===== config.mk =====
export PLATFORM = sky130hd
export DESIGN_NAME = relu_maxpool_2x2
export DESIGN_NICKNAME = d
export VERILOG_FILES = /design/src/rtl/pool_pkg.sv /design/src/rtl/pool_row_buf.sv /design/src/rtl/relu_maxpool_2x2.sv
export SDC_FILE = /design/constraint.sdc
export NUM_CORES = 1
export LEC_CHECK = 0
export BUFFER_PORTS_ARGS = -buffer_cell sky130_fd_sc_hd__buf_2
export CORE_UTILIZATION = 40
export CTS_BUF_LIST = sky130_fd_sc_hd__clkbuf_4 sky130_fd_sc_hd__clkbuf_8
export DETAILED_ROUTE_END_ITERATION = 16
export GPL_ROUTABILITY_DRIVEN = 0
export SYNTH_ARGS = -nofsm -noshare
export SYNTH_HDL_FRONTEND = slang
export SYNTH_SLANG_ARGS = --single-unit
export TNS_END_PERCENT = 1

===== constraint.sdc =====
create_clock -name clk -period 12.36 [get_ports clk]
set_input_delay 0 -clock clk [delete_from_list [all_inputs] [get_ports clk]]
set_output_delay 0 -clock clk [all_outputs]
set_load 0.005 [all_outputs]

===== src/rtl/pool_pkg.sv =====
// Shared types and helpers for the ReLU + 2x2 max-pool stage.
// Latency: n/a (types, constants and a combinational helper only).
// Backpressure: n/a.
//
// Contents:
//   DW           - default sample width
//   sample_t     - signed two's-complement sample
//   pool_state_t - frame sequencing states
//   smax()       - signed maximum of two samples
package pool_pkg;

    localparam int DW = 16;

    typedef logic signed [DW-1:0] sample_t;

    typedef enum logic [1:0] {
        IDLE     = 2'd0,
        ROW_EVEN = 2'd1,
        ROW_ODD  = 2'd2
    } pool_state_t;

    // Both operands are signed, so '>' is a two's-complement compare.
    function automatic sample_t smax(input sample_t a, input sample_t b);
        return (a > b) ? a : b;
    endfunction

endpackage


===== src/rtl/pool_row_buf.sv =====
// Row buffer holding horizontal pair maxima of the even row until the odd row pairs with them.
// Latency: write takes effect at the next clock edge; read is combinational.
// Backpressure: none; one write and one read per cycle are always accepted.
//
// Ports:
//   clk, rst_n       - clock, asynchronous active-low reset (clears every entry)
//   wr_en/wr_addr/wr_dat - write port
//   rd_addr/rd_dat   - combinational read port (out-of-range address reads 0)
module pool_row_buf
    import pool_pkg::*;
#(
    parameter int DEPTH = 2,
    parameter int AW    = 2
) (
    input  logic          clk,
    input  logic          rst_n,
    input  logic          wr_en,
    input  logic [AW-1:0] wr_addr,
    input  sample_t       wr_dat,
    input  logic [AW-1:0] rd_addr,
    output sample_t       rd_dat
);

    sample_t mem [DEPTH];

    // Address decode by compare keeps the address width free of the
    // depth, so callers can pass their full column-counter width.
    always_ff @(posedge clk or negedge rst_n) begin
        if (!rst_n) begin
            for (int i = 0; i < DEPTH; i++) begin
                mem[i] <= '0;
            end
        end else if (wr_en) begin
            for (int i = 0; i < DEPTH; i++) begin
                if (wr_addr == AW'(i)) begin
                    mem[i] <= wr_dat;
                end
            end
        end
    end

    always_comb begin
        rd_dat = '0;
        for (int i = 0; i < DEPTH; i++) begin
            if (rd_addr == AW'(i)) begin
                rd_dat = mem[i];
            end
        end
    end

endmodule


===== src/rtl/relu_maxpool_2x2.sv =====
// Optional ReLU then 2x2 stride-2 max-pool over a raster-ordered signed ofmap stream.
// Latency: pool_valid one cycle after the din_valid carrying the window's last sample.
// Backpressure: none; din_valid gaps stall the counters, every pool_valid must be taken.
//
// Ports:
//   clk, rst_n             - clock, asynchronous active-low reset
//   start                  - one-cycle pulse, (re)arms for a new frame; a sample in the same cycle is dropped
//   din, din_valid         - signed ofmap sample stream
//   pool_out, pool_valid   - pooled sample and its one-cycle strobe; pool_out holds between strobes
//   busy                   - frame in progress
//   done                   - one-cycle pulse when the last full pair of rows has been consumed
//
// Build option: define RELU_MAXPOOL_RELU_EN to clamp negative inputs to 0
// before any comparison; otherwise raw signed values are pooled.
module relu_maxpool_2x2
    import pool_pkg::*;
#(
    parameter int DW   = pool_pkg::DW,
    parameter int OF_W = 4,
    parameter int OF_H = 4
) (
    input  logic          clk,
    input  logic          rst_n,
    input  logic          start,
    input  logic [DW-1:0] din,
    input  logic          din_valid,
    output logic [DW-1:0] pool_out,
    output logic          pool_valid,
    output logic          busy,
    output logic          done
);

    localparam int CW    = (OF_W > 1) ? $clog2(OF_W) : 1;
    localparam int RW    = $clog2(OF_H) + 1;
    localparam int DEPTH = OF_W / 2;

    localparam logic [CW-1:0] COL_LAST  = CW'(OF_W - 1);
    // A trailing odd row can never complete a window, so the frame ends
    // after the last full pair of rows.
    localparam logic [RW-1:0] ROW_LIMIT = RW'(OF_H - (OF_H % 2));

    pool_state_t   state, state_nxt;
    logic [CW-1:0] col_cnt, col_nxt;
    logic [RW-1:0] row_cnt, row_nxt, row_inc;

    sample_t       cur;
    sample_t       prev;
    sample_t       hmax;
    sample_t       buf_rd;
    sample_t       pool_q, pool_nxt;
    logic          pv_q, pv_nxt;
    logic          done_q, done_nxt;
    logic          prev_we;
    logic          buf_we;
    logic [CW-1:0] buf_addr;
    logic          col_odd;
    logic          col_end;

`ifdef RELU_MAXPOOL_RELU_EN
    assign cur = din[DW-1] ? '0 : sample_t'(din);
`else
    assign cur = sample_t'(din);
`endif

    assign hmax     = smax(prev, cur);
    assign buf_addr = col_cnt >> 1;
    assign col_odd  = col_cnt[0];
    assign col_end  = (col_cnt == COL_LAST);
    assign row_inc  = row_cnt + 1'b1;

    pool_row_buf #(
        .DEPTH (DEPTH),
        .AW    (CW)
    ) u_row_buf (
        .clk     (clk),
        .rst_n   (rst_n),
        .wr_en   (buf_we),
        .wr_addr (buf_addr),
        .wr_dat  (hmax),
        .rd_addr (buf_addr),
        .rd_dat  (buf_rd)
    );

    always_ff @(posedge clk or negedge rst_n) begin
        if (!rst_n) begin
            state <= IDLE;
        end else begin
            state <= state_nxt;
        end
    end

    always_comb begin
        state_nxt = state;
        col_nxt   = col_cnt;
        row_nxt   = row_cnt;
        pool_nxt  = pool_q;
        pv_nxt    = 1'b0;
        done_nxt  = 1'b0;
        prev_we   = 1'b0;
        buf_we    = 1'b0;

        // start wins over everything: it aborts any frame in flight and
        // drops a sample arriving in the same cycle.
        if (start) begin
            state_nxt = ROW_EVEN;
            col_nxt   = '0;
            row_nxt   = '0;
        end else begin
            case (state)
                IDLE: begin
                end

                ROW_EVEN: begin
                    if (din_valid) begin
                        // Even column latches the left sample; odd column
                        // stores the pair maximum for the odd row.
                        prev_we = !col_odd;
                        buf_we  = col_odd;
                        if (col_end) begin
                            state_nxt = ROW_ODD;
                            col_nxt   = '0;
                            row_nxt   = row_inc;
                        end else begin
                            col_nxt = col_cnt + 1'b1;
                        end
                    end
                end

                ROW_ODD: begin
                    if (din_valid) begin
                        prev_we = !col_odd;
                        if (col_odd) begin
                            pool_nxt = smax(hmax, buf_rd);
                            pv_nxt   = 1'b1;
                        end
                        if (col_end) begin
                            col_nxt = '0;
                            row_nxt = row_inc;
                            if (row_inc >= ROW_LIMIT) begin
                                state_nxt = IDLE;
                                done_nxt  = 1'b1;
                            end else begin
                                state_nxt = ROW_EVEN;
                            end
                        end else begin
                            col_nxt = col_cnt + 1'b1;
                        end
                    end
                end

                default: begin
                    state_nxt = IDLE;
                end
            endcase
        end
    end

    always_ff @(posedge clk or negedge rst_n) begin
        if (!rst_n) begin
            col_cnt <= '0;
            row_cnt <= '0;
            prev    <= '0;
            pool_q  <= '0;
            pv_q    <= 1'b0;
            done_q  <= 1'b0;
        end else begin
            col_cnt <= col_nxt;
            row_cnt <= row_nxt;
            pool_q  <= pool_nxt;
            pv_q    <= pv_nxt;
            done_q  <= done_nxt;
            if (prev_we) begin
                prev <= cur;
            end
        end
    end

    assign pool_out   = pool_q;
    assign pool_valid = pv_q;
    assign done       = done_q;
    assign busy       = (state != IDLE);

endmodule


# Word-level counts from Yosys, hierarchy flattened
# Index checks and enable logic that the tools add are counted.
[totals] register_bits=73 elab_cells=71
[op_classes] addsub=2 n_lt_le_gt_ge=3 n_eq_ne=8 mux=34 n_bitwise=1 n_reduce_logical=14
[ops] op="2-to-1 mux 16 bit" n=4
[ops] op="greater-than comparator 16 bit" n=2
[ops] op="2-to-1 mux 2 bit" n=9
[ops] op="2-to-1 mux 1 bit" n=16
[ops] op="2-to-1 mux 3 bit" n=4
[ops] op="inequality test 3 bit, second input constant" n=4
[ops] op="nonzero test 2 bit" n=4
[ops] op="one-hot mux 2 bit (3 select lines)" n=1
[ops] op="AND reduction 2 bit" n=3
[ops] op="AND reduction 5 bit" n=1
[ops] op="equality test 2 bit, second input constant" n=2
[ops] op="logical NOT 2 bit" n=2
[ops] op="AND reduction 4 bit" n=1
[ops] op="adder 3 x 1 -> 3 bit, second input constant" n=1
[ops] op="greater-or-equal comparator 3 bit, second input constant" n=1
[ops] op="AND reduction 3 bit" n=1
[ops] op="adder 2 x 1 -> 2 bit, second input constant" n=1
[ops] op="equality test 2 x 1 -> 1 bit, second input constant" n=1
[ops] op="inequality test 2 bit, second input constant" n=1
[ops] op="OR reduction 2 bit" n=1
[ops] op="logical NOT 1 bit" n=1
[ops] op="inverter 1 bit" n=1

# Depth between registers and ports, before layout
# Gate-level depths: netlist of run 1.
[logic_depth] word_depth=7 depth_mapped=20 depth_no_buf=15

# Cells and area by module
# A second synthesis of run 1 with hierarchy kept.
[hier_totals] hier_cells=448 area_unflattened_um2=4764.6
[by_module_without_submodules] module="relu_maxpool_2x2" n_inst=1 cells_each=344 area_per_inst_um2=3314.4 seq_area_each_um2=1026.0
[by_module_without_submodules] module="pool_row_buf" n_inst=1 cells_each=104 area_per_inst_um2=1450.1 seq_area_each_um2=800.8

# Least setup slack after synthesis of run 1
# No wires, ideal clock.
[synth_timing] path_type="register to register" startpoint="register prev[9]" endpoint="register pool_q[15], in the netlist pool_out[15]" setup_ns=0.149 arrival_ns=3.876 required_time_ns=12.211 slack_ns=8.335 path_stages_with_launch=18 path_buffers=3 period_less_slack_ns=4.025 cell_sequence="dfrtp_1 -> ha_1 -> a21o_1 -> a221o_1 -> o2bb2ai_1 -> a2111o_1 -> buf_6 -> buf_12 -> mux2_4 -> inv_2 -> ha_1 -> a21oi_1 -> o21a_1 -> o221ai_1 -> a221o_1 -> nand3_1 -> clkbuf_1 -> o221ai_1"
[synth_via] elab_chain_cells=4
[synth_lines] element="from (decl)" line="relu_maxpool_2x2.sv:47" rtl="sample_t prev;"
[synth_lines] element="from (signal assigned)" line="relu_maxpool_2x2.sv:173" rtl="prev <= cur;"
[synth_lines] element="greater-than comparator 16 bit" line="pool_pkg.sv:24" rtl="return (a > b) ? a : b;"
[synth_lines] element="2-to-1 mux 16 bit" line="pool_pkg.sv:24"
[synth_lines] element="via hmax[7]" line="relu_maxpool_2x2.sv:48" rtl="sample_t hmax;"
[synth_lines] element="greater-than comparator 16 bit" line="pool_pkg.sv:24"
[synth_lines] element="2-to-1 mux 16 bit" line="pool_pkg.sv:24"
[synth_lines] element="to (signal assigned)" line="relu_maxpool_2x2.sv:169" rtl="pool_q <= pool_nxt;"
[synth_lines] element="to (decl)" line="relu_maxpool_2x2.sv:50" rtl="sample_t pool_q, pool_nxt;"
# The timed path passes the listed nets, and every way through them passes these cells.
# A chain may end at the register's enable or synchronous reset.

# Worst setup path after layout of run 1
[layout_timing] startpoint="register prev[15]" endpoint="register pool_q[4], in the netlist pool_out[4]"
# Same word-level chain as after synthesis.

==> flow_summary.toml, run 1 <==
[status]
outcome = "complete, no violations"

[final_layout]
layout-drive-gt1-share_pct = 24.0
flow.area_growth_from_synthesis_pct = 14.5
insertedDiodeCount = 0
final_nets = 533

[logic_synthesis]
xor_xnor_share_of_the_synthesized_area_pct = 0.577
synth_enable_flop_cells = 0
combinational_family_with_the_most_area_after_synthesis = "multiplexers"
synth.yosys.warnings = 0
synth_sequential_area_ratio_pct = 40.1
synth_simple_gate_area_share_pct = 10.0
ys_ff_latch = 73
post_synth_fa_ha_maj_area_fraction_pct = 10.4
syn_area_sq_mm = 0.00455
synth-compound-area-share_pct = 9.73
synth_cells = 426
netlist.area_leader.share_pct = 40.1
synth.largest_area_cell = "sky130_fd_sc_hd__dfrtp_1"
average_footprint_of_a_synthesized_cell_sq_um = 10.7
synth_flop_cell = "sky130_fd_sc_hd__dfrtp_1"
synth.lib_cells_used.distinct = 39
synth_async_sr_flop_share_pct = 100
post_synth_main_area_contributors = "sky130_fd_sc_hd__dfrtp_1, sky130_fd_sc_hd__mux2i_1, sky130_fd_sc_hd__ha_1, sky130_fd_sc_hd__mux2_2, sky130_fd_sc_hd__nand2_1"
synthesis.nets = 484
post_synth_mux_area_share_pct = 23.2

[setup_path]
worst_setup_path_start_kind = "register"
critical_path_arrival_ps = 5470
kind_of_end_point_of_the_critical_path = "register"
timing.critical_path.fanout_max = 19
worst-r2r-setup-slack_ps = 7140
timing.rr.start = "prev[15]"
setup_crit_path_kind = "register to register"
endpoint_required_time_on_the_critical_path_ps = 12610
worst_path_max_delay_cell = "sky130_fd_sc_hd__ha_1"
critical_path.cell_chain = "ha_1, and4_1, nand4_2, a211oi_1, a2111o_1, mux2_2, inv_1, ha_1, nand4_1, nor4_1, a221o_1, nand3_1, o221ai_1"
slowest_cell_delay_on_critical_path_ps = 900
timing.reg2reg.worst_path_depth = 13
crit_path_frequent_cell = "sky130_fd_sc_hd__ha_1"
ff_to_ff_end = "pool_out[4]"

[die]
initial_utilization_pct = 41.4
die_h_um = 109
placeableCoreArea_sq_mm = 0.0110
fp-row-count = 38
die_area_sq_mm = 0.0118
boundaryPins = 39
die_width_um = 109

[clock_network]
cts-root-to-sink-buffers = 2
worst_skew_pair.late_latency_ps = 350
htreeDepth = 3
cts_tree = "yes"
cts.sinks = 73
cts_repair_resize_count = 0
cts-root-buf = "sky130_fd_sc_hd__clkbuf_8"
number_of_clock_buffers_inserted_by_tritoncts = 9
clk_pin_slew_ps = 80
cts_setup_buffers = 0

[sta]
fmax_ghz = 0.192
worst-slew-pin-transition_ps = 1150
slew_headroom_pct = 23.5
finalHoldViolations = 0
timing.final.crit_share_pct = 42.2
final_critical_path_setup_slack_ps = 7140
tns_ps = 0
setup_repair_after_global_routing_missed_its_margin = "false"
final_number_of_max_transition_violations = 0
setup-violations-final = 0
worst_clock_skew_ps = 9.97
timing.final.crit_period_ps = 5220
fin_worst_hold_slack_ps = 314

[pwr]
power.density_mw_per_mm2 = 254
intPower_uw = 774
power.sequential.fraction_pct = 29.6
p_leak_uw = 0.00253
power.ir.vdd_worst_mv = 0.113
power.clock.fraction_pct = 15.3
p_sw_uw = 547
power.switching_fraction_pct = 41.4
comb_power_share_pct = 55.1

[grt]
grt.met1_usage_pct = 24.7
grt_first_pass_wirelength_um = 16400
grt_max_degree = 74
grt_use_total_pct = 18.3
grt_pass1_vias = 3266
grt_use_met2_pct = 29.7
grt_most_used_layer = "met2"
grt_antenna_before_repair = 0
use_met3_pct = 3.59
overflow = 0

[detailed_routing]
drc_errors = 0
first_iter_violations = 134
dr.pass1.iters = 5
vias = 3242
route.detailed.wl_per_inst_um = 16.0
viasPerCell = 5.24
ant_nets = 0
detail_route.wirelength_um = 9890

[placed_design]
dp_worst_setup_slack_ps = 7080
dpl.hpwl_um = 6840
io_buffer_count = 38

[job]
max_cap_viol_count = 0

[hold_path]
hold_path_class = "primary input to asynchronous set/reset pin"
## per-layer routing
metal | routed length (um) | share of wire (%)
met3 | 406 | 4.1
met4 | 123 | 1.2
met5 | 0 | 0
met1 | 4700 | 48
met2 | 4660 | 47
## cells in the mapped netlist (8+ instances only)
cell type,count
sky130_fd_sc_hd__nand2b_1,15
sky130_fd_sc_hd__mux2i_1,50
sky130_fd_sc_hd__dfrtp_1,73
sky130_fd_sc_hd__nor2_1,11
sky130_fd_sc_hd__nand2_1,43
sky130_fd_sc_hd__a21oi_1,14
sky130_fd_sc_hd__clkbuf_1,13
sky130_fd_sc_hd__inv_2,10
sky130_fd_sc_hd__o221ai_1,14
sky130_fd_sc_hd__mux2_2,36
sky130_fd_sc_hd__ha_1,38
sky130_fd_sc_hd__nand3_1,8
sky130_fd_sc_hd__mux2_4,10
sky130_fd_sc_hd__o21ai_0,18
sky130_fd_sc_hd__inv_1,29
## kinds of logic after synthesis
group | Yosys count
muxes | 96
and+or+nand+nor | 94
DFF | 73
AOI/OAI and AO/OA | 63
buffers and inverters | 59
adders and majority gates | 38
xor gates and xnor gates | 3
## per-stage QoR
stage	total power, uW	util, %	area (sq um)	std cells
after floorplan	960	-	4550	426
after global placement	1100	43.8	4810	585
after detailed placement	1120	43.8	4810	585
after CTS	1330	47.4	5210	619
after global routing	1440	47.4	5210	619
final	1320	47.4	5210	619
## cells in the final DEF (no fill, tap or decap), types with 2 or more instances in the layout
cell type / netlist / final
sky130_fd_sc_hd__o211ai_1: 3 / 3
sky130_fd_sc_hd__nor2_1: 11 / 10
sky130_fd_sc_hd__a21oi_1: 14 / 14
sky130_fd_sc_hd__o221ai_2: 3 / 3
sky130_fd_sc_hd__xor2_1: 2 / 2
sky130_fd_sc_hd__nand4_1: 6 / 6
sky130_fd_sc_hd__nand2_1: 43 / 43
sky130_fd_sc_hd__mux2_4: 10 / 10
sky130_fd_sc_hd__o21ai_0: 18 / 18
sky130_fd_sc_hd__clkbuf_8: 0 / 13
sky130_fd_sc_hd__o21a_1: 2 / 2
sky130_fd_sc_hd__inv_2: 10 / 10
sky130_fd_sc_hd__dlygate4sd3_1: 0 / 19
sky130_fd_sc_hd__a221o_1: 2 / 2
sky130_fd_sc_hd__ha_1: 38 / 38
sky130_fd_sc_hd__buf_4: 0 / 2
sky130_fd_sc_hd__nand3_1: 8 / 8
sky130_fd_sc_hd__o221ai_1: 14 / 14
sky130_fd_sc_hd__nor2b_1: 3 / 3
sky130_fd_sc_hd__mux2i_1: 50 / 50
sky130_fd_sc_hd__and2_1: 2 / 2
sky130_fd_sc_hd__nand2b_1: 15 / 15
sky130_fd_sc_hd__buf_2: 0 / 37
sky130_fd_sc_hd__inv_1: 29 / 29
sky130_fd_sc_hd__dfrtp_1: 73 / 73
sky130_fd_sc_hd__and4_1: 2 / 2
sky130_fd_sc_hd__mux2_2: 36 / 36
## worst max-delay path by stage
stage               startpoint           end  slack, ps  depth (start not counted)
CTS                   prev[15]  pool_out[13]       7080                         13
detailed placement    prev[15]  pool_out[15]       7080                         14
floorplan              prev[9]  pool_out[15]       8340                         17
global placement      prev[15]  pool_out[15]       7240                         14
finish                prev[15]   pool_out[4]       7140                         13
global route          prev[15]  pool_out[12]       6740                         13
## timing repair
action                                 in CTS  in global routing
hold buffers                               19                  0
setup endpoints to repair                   0                  0
endpoints found under the hold margin      96                  0
## critical path: cells and delay by family (launching register included)
| family | cells | cell delay, ps |
|---|---|---|
| AO/OA/AOI/OAI | 4 | 1550 |
| AND/OR/NAND/NOR | 5 | 1540 |
| adder cells (fa/ha/maj) | 2 | 1080 |
| buffers and inverters | 1 | 100 |
| flip-flops | 1 | 410 |
| multiplexers | 1 | 440 |
## power by group through the flow
stage,clock [uW],combinational [uW],sequential [uW]
floorplan,0,586,373
finish,202,728,391
CTS,209,734,392
global route,217,821,403
detailed placement,0,725,397
global placement,0,707,393
## cell type report
| type | count | area (sq um) |
|---|---|---|
| fill | 1031 | 5770 |
| inverter | 39 | 146 |
| tap | 140 | 175 |
| clock buffer | 13 | 179 |
| timing repair buffer | 58 | 390 |
| clock inverter | 2 | 35.0 |
| sequential | 73 | 1830 |
| multi-input combinational | 294 | 2460 |
## state kept, by name, summed over array words and instances (netlist names)
signal,flops
row_cnt,3
pool_out,16
done,1
u_row_buf.mem,32
prev,16
state,2
pool_valid,1
col_cnt,2
(Power assumes the default switching activity.)
==> run 2: changes to the inputs <==
==> constraint.sdc (replaced) <==
create_clock -name clk -period 4.5 [get_ports clk]
set_input_delay 0 -clock clk [delete_from_list [all_inputs] [get_ports clk]]
set_output_delay 0 -clock clk [all_outputs]
set_load 0.005 [all_outputs]
==> run 2 against run 1 <==
  * Core utilization grew 0.39 points
  * Non-clock buffer count grew 4
  * First-iteration DRC count shrank 30%
  * Critical path depth grew 3
  * Total power grew to 2.8 times the previous value
  * Combinational power grew to 2.8 times the previous value
  * Setup slack lost 6900 ps
  * Design area grew 0.82%
  * Flip-flop and latch count is the same
  * Global-route usage grew 0.076 points
  * Maximum frequency grew 23%
  * Sequential power grew to 2.7 times the previous value
==> flow_summary.toml, run 2 (synthesized netlist as in run 1, its figures left out) <==
[grt]
overflow = 0
grt_first_pass_wirelength_um = 16200
grt_use_total_pct = 18.4
grt_pass1_vias = 3261
grt_max_degree = 74
grt_antenna_before_repair = 0

[detailed_routing]
drc_errors = 0
detail_route.wirelength_um = 9860
topRoutingLayerUsed = "met4"
met3_length_um = 464
wl_met2_um = 4530
ant_nets = 0
drt-met1-wl_um = 4760
first_iter_violations = 94
vias = 3251
route.detailed.wl_per_inst_um = 15.8
dr.pass1.iters = 4
viasPerCell = 5.21

[final_layout]
largest_register_ffs = 32
flow.area_growth_from_synthesis_pct = 15.5
multiInputGateArea_sq_mm = 0.00247
insertedDiodeCount = 0
finish.cell_count_without_fillers = 624
layout_common_cells = "sky130_fd_sc_hd__dfrtp_1, sky130_fd_sc_hd__mux2i_1, sky130_fd_sc_hd__nand2_1"
regMostFlops = "u_row_buf.mem"
ff_latch_area_sq_mm = 0.00183
number_of_filler_instances_in_the_final_layout = 994
layout-drive-gt1-share_pct = 25.6
final_nets = 537
layout_commonest_cell = "sky130_fd_sc_hd__dfrtp_1"

[die]
die_width_um = 109
fp-row-count = 38
initial_utilization_pct = 41.4
placeableCoreArea_sq_mm = 0.0110
boundaryPins = 39
die_area_sq_mm = 0.0118
die_h_um = 109

[sta]
fin_worst_hold_slack_ps = 324
fmax_ghz = 0.236
worst_clock_skew_ps = 8.82
tns_ps = 0
slew_headroom_pct = 37.5
final_number_of_max_transition_violations = 0
finalHoldViolations = 0
final_critical_path_setup_slack_ps = 263
timing.final.crit_share_pct = 94.2
setup_repair_after_global_routing_missed_its_margin = "false"
setup-violations-final = 0
timing.final.crit_period_ps = 4240
worst-slew-pin-transition_ps = 938

[clock_network]
number_of_clock_buffers_inserted_by_tritoncts = 9
cts_tree = "yes"
cts.sinks = 73
clk_pin_slew_ps = 70
cts_setup_buffers = 0
worst_skew_pair.late_latency_ps = 360
cts-root-to-sink-buffers = 2
htreeDepth = 3
cts-root-buf = "sky130_fd_sc_hd__clkbuf_8"

[placed_design]
place_inst = 589
dpl.hpwl_um = 6880
io_buffer_count = 38
dp_worst_setup_slack_ps = 65.8

[setup_path]
timing.critical_path.fanout_max = 12
slowest_cell_delay_on_critical_path_ps = 500
critical_path.cell_chain = "ha_1, a21o_1, a221o_1, o2bb2ai_1, a2111o_1, buf_12, mux2_4, inv_2, ha_1, a21oi_1, o21a_1, o221ai_1, a221o_1, nand3_2, buf_4, o221ai_1"
timing.reg2reg.worst_path_depth = 16
timing.critical_path.buf_inv = 3
endpoint_required_time_on_the_critical_path_ps = 4710
critical_path_arrival_ps = 4450
timing.rr.start = "prev[9]"
worst_setup_path_startpoint = "prev[9]"
worst_setup_path_start_kind = "register"
kind_of_end_point_of_the_critical_path = "register"
setup_crit_path_kind = "register to register"
timing.critical_path.depth = 16
worst-r2r-setup-slack_ps = 260
critPathTopFamily = "compound AO/OA/AOI/OAI gates"
worst_path_max_delay_cell = "sky130_fd_sc_hd__a2111o_1"

[pwr]
p_leak_uw = 0.00255
power.ir.vdd_worst_mv = 0.393
power.density_mw_per_mm2 = 693

[status]
outcome = "complete, no violations"

[hold_path]
hold_path_class = "primary input to asynchronous set/reset pin"

[job]
max_cap_viol_count = 0
run 2: layout make-up:
cell class / count / area share (%)
clock buffers: 13 / 3.05
flip-flops and latches: 73 / 34.8
inverters: 39 / 2.79
repair buffers: 62 / 8.24
well taps: 140 / 3.33
multi-input cells: 294 / 47.1
clock inverters: 3 / 0.762
run 2: what timing repair did:
item                                   4_1_cts  5_1_grt
setup endpoints to repair                    0       16
endpoints found under the hold margin       96        0
hold buffers                                19        0
resized for setup                            0        4
run 2: final timing paths:
path                                     to
hold / removal                     state[0]
hold reg to reg            u_row_buf.mem[4]
setup reg to reg               pool_out[11]
min in group clk                    prev[0]
max in group asynchronous      pool_out[11]
setup / recovery               pool_out[11]
run 2: per-layer routing:
metal	GRT usage [%]	vias up
li1	-	1617
met1	24.2	1569
met2	29.7	56
met3	4.96	9
met4	4.92	0
met5	0	-
run 2: through the flow:
step / util, % / cell area, sq um / power, uW
floorplan: - / 4550 / 2640
global placement: 44.2 / 4850 / 3060
detailed placement: 44.2 / 4850 / 3100
CTS: 47.7 / 5240 / 3670
global route: 47.8 / 5250 / 3960
finish: 47.8 / 5250 / 3640
run 2: report_power, final:
part / internal (uW) / switching (uW)
clock network: 288 / 237
logic: 953 / 1090
registers: 890 / 177
==> run 3: changes to the inputs <==
--- a/config.mk
+++ b/config.mk
@@ -6,10 +6,14 @@
 export NUM_CORES = 1
 export LEC_CHECK = 0
 export BUFFER_PORTS_ARGS = -buffer_cell sky130_fd_sc_hd__buf_2
-export CORE_UTILIZATION = 40
+export CAP_MARGIN = 20
+export CELL_PAD_IN_SITES_DETAIL_PLACEMENT = 1
+export CELL_PAD_IN_SITES_GLOBAL_PLACEMENT = 2
+export CORE_UTILIZATION = 37
 export CTS_BUF_LIST = sky130_fd_sc_hd__clkbuf_4 sky130_fd_sc_hd__clkbuf_8
 export DETAILED_ROUTE_END_ITERATION = 16
 export GPL_ROUTABILITY_DRIVEN = 0
+export PLACE_DENSITY_LB_ADDON = 0.1
 export SYNTH_ARGS = -nofsm -noshare
 export SYNTH_HDL_FRONTEND = slang
 export SYNTH_SLANG_ARGS = --single-unit
==> run 3 against run 2 <==
  * Design area up 0.93%
  * Global-route usage rose by 0.58 points
  * Final cell count grew 1.8%
  * Routed wire length up 13%
  * Register-to-register slack got worse by 60 ps
  * Via count up 2.4%
  * Clock power grew 18%
  * Highest routed layer unchanged
  * Combinational power increased by 2%
  * Non-clock buffer count grew 4
==> flow_summary.toml, run 3 (synthesized netlist as in run 1, its figures left out) <==
[final_layout]
finish.cell_count_without_fillers = 635
regMostFlops = "u_row_buf.mem"
multiInputGateArea_sq_mm = 0.00246
insertedDiodeCount = 0
number_of_filler_instances_in_the_final_layout = 1378
largest_register_ffs = 32
finalCoreUtilization_pct = 44.1
flow.area_growth_from_synthesis_pct = 16.5
final_nets = 541
ff_latch_area_sq_mm = 0.00183
post-route-cell-area_sq_mm = 0.00530
layout_common_cells = "sky130_fd_sc_hd__dfrtp_1, sky130_fd_sc_hd__mux2i_1, sky130_fd_sc_hd__nand2_1"
layout-drive-gt1-share_pct = 25.8
layout_commonest_cell = "sky130_fd_sc_hd__dfrtp_1"

[clock_network]
cts.sinks = 73
htreeDepth = 3
cts_setup_buffers = 0
worst_skew_pair.late_latency_ps = 360
clk_pin_slew_ps = 80
cts-root-buf = "sky130_fd_sc_hd__clkbuf_8"
number_of_clock_buffers_inserted_by_tritoncts = 9
cts_tree = "yes"
cts-root-to-sink-buffers = 2

[die]
fp-row-count = 40
boundaryPins = 39
placeableCoreArea_sq_mm = 0.0120
die_h_um = 113
initial_utilization_pct = 37.9
die_width_um = 113
die_area_sq_mm = 0.0127

[grt]
grt_antenna_before_repair = 0
grt_use_total_pct = 19.0
grt_pass1_vias = 3518
grt_max_degree = 74
overflow = 0
grt_first_pass_wirelength_um = 18400

[setup_path]
worst_path_max_delay_cell = "sky130_fd_sc_hd__a2111o_1"
timing.critical_path.fanout_max = 16
setup_crit_path_kind = "register to register"
kind_of_end_point_of_the_critical_path = "register"
worst_setup_path_start_kind = "register"
critical_path.cell_chain = "ha_1, a21o_1, a221o_1, o2bb2ai_1, a2111o_1, buf_4, mux2_4, inv_2, ha_1, a21oi_1, o21a_1, o221ai_1, a221o_1, nand3_1, buf_4, o221ai_1"
critical_path_arrival_ps = 4510
endpoint_required_time_on_the_critical_path_ps = 4720
slowest_cell_delay_on_critical_path_ps = 550

[detailed_routing]
ant_nets = 0
viasPerCell = 5.24
route.detailed.wl_per_inst_um = 17.6
detail_route.wirelength_um = 11200
drc_errors = 0
first_iter_violations = 91
dr.pass1.iters = 5
vias = 3329

[sta]
worst_clock_skew_ps = 9.09
worst-slew-pin-transition_ps = 976
fmax_ghz = 0.233
setup_repair_after_global_routing_missed_its_margin = "false"
setup-violations-final = 0
slew_headroom_pct = 34.9
final_critical_path_setup_slack_ps = 205
timing.final.crit_share_pct = 95.5
finalHoldViolations = 0
final_number_of_max_transition_violations = 0
timing.final.crit_period_ps = 4300

[placed_design]
place_area_sq_mm = 0.00488
place_inst = 600
dp_worst_setup_slack_ps = -55.4
io_buffer_count = 38
dpl.hpwl_um = 7990

[pwr]
power.density_mw_per_mm2 = 713
p_leak_uw = 0.00258
power.ir.vdd_worst_mv = 0.259

[hold_path]
hold_path_class = "primary input to register"

[status]
outcome = "complete, no violations"

[job]
max_cap_viol_count = 0
-- run 3: cell count changes in the layout (fill, tap and decap cells not counted), sizes merged --
| cell | change |
|---|---|
| bufinv | +1 |
| clkinv | -2 |
| buf | +4 |
| clkbuf | +1 |
-- run 3: worst max-delay path, delay by kind of cell, from the launching register on --
family | cells | cell delay (ps)
adder cells (fa/ha/maj) | 2 | 560
buffers and inverters | 3 | 560
multiplexers | 1 | 320
AO/OA/AOI/OAI | 9 | 2190
flip-flops | 1 | 420
AND/OR/NAND/NOR | 1 | 90
-- run 3: layout make-up --
class / count / area share, %
clock buffers: 14 / 3.28
clock inverters: 2 / 1.13
inverters: 39 / 2.76
multi-input cells: 294 / 46.4
flip-flops and latches: 73 / 34.5
well taps: 147 / 3.47
repair buffers: 66 / 8.49
-- run 3: per-stage QoR --
step	TNS (ps)	hold WS (ps)	power, uW
2_1_floorplan	0	-296	2640
3_3_place_gp	0	227	3130
3_5_place_dp	-205	228	3170
4_1_cts	0	55.3	3840
5_1_grt	0	112	4110
6_report	0	69.4	3780
-- run 3: timing repair --
item,4_1_cts,5_1_grt
setup endpoints to repair,15,0
hold endpoints to repair,96,0
gates resized for setup,2,0
hold buffers,19,0
-- run 3: path summary, 6_finish.rpt --
| kind | from | end | slack (ps) | depth (start not counted) |
|---|---|---|---|---|
| worst max register to register | prev[9] | pool_out[14] | 200 | 16 |
| worst min register to register | u_row_buf.mem[5] | u_row_buf.mem[5] | 490 | 2 |
| min in group asynchronous | rst_n | done | 330 | 2 |
| max in group asynchronous | rst_n | u_row_buf.mem[21] | 3550 | 2 |
| worst min-delay path | din_valid | row_cnt[2] | 70 | 4 |
| worst max-delay path | prev[9] | pool_out[14] | 200 | 16 |
-- run 3: report_power, final --
group / total, uW / switching, uW / internal, uW
sequential: 1080 / 188 / 889
clock: 617 / 255 / 362
combinational: 2090 / 1120 / 961
total: 3780 / 1570 / 2210
-- run 3: layer usage --
metal  global-route usage [%]  vias to the layer above  wire length, um
li1                         -                     1624                -
met1                     25.8                     1658             5670
met2                     30.7                       35             5100
met3                     2.62                       12              193
met4                     7.37                        0              186
met5                        0                        -                0
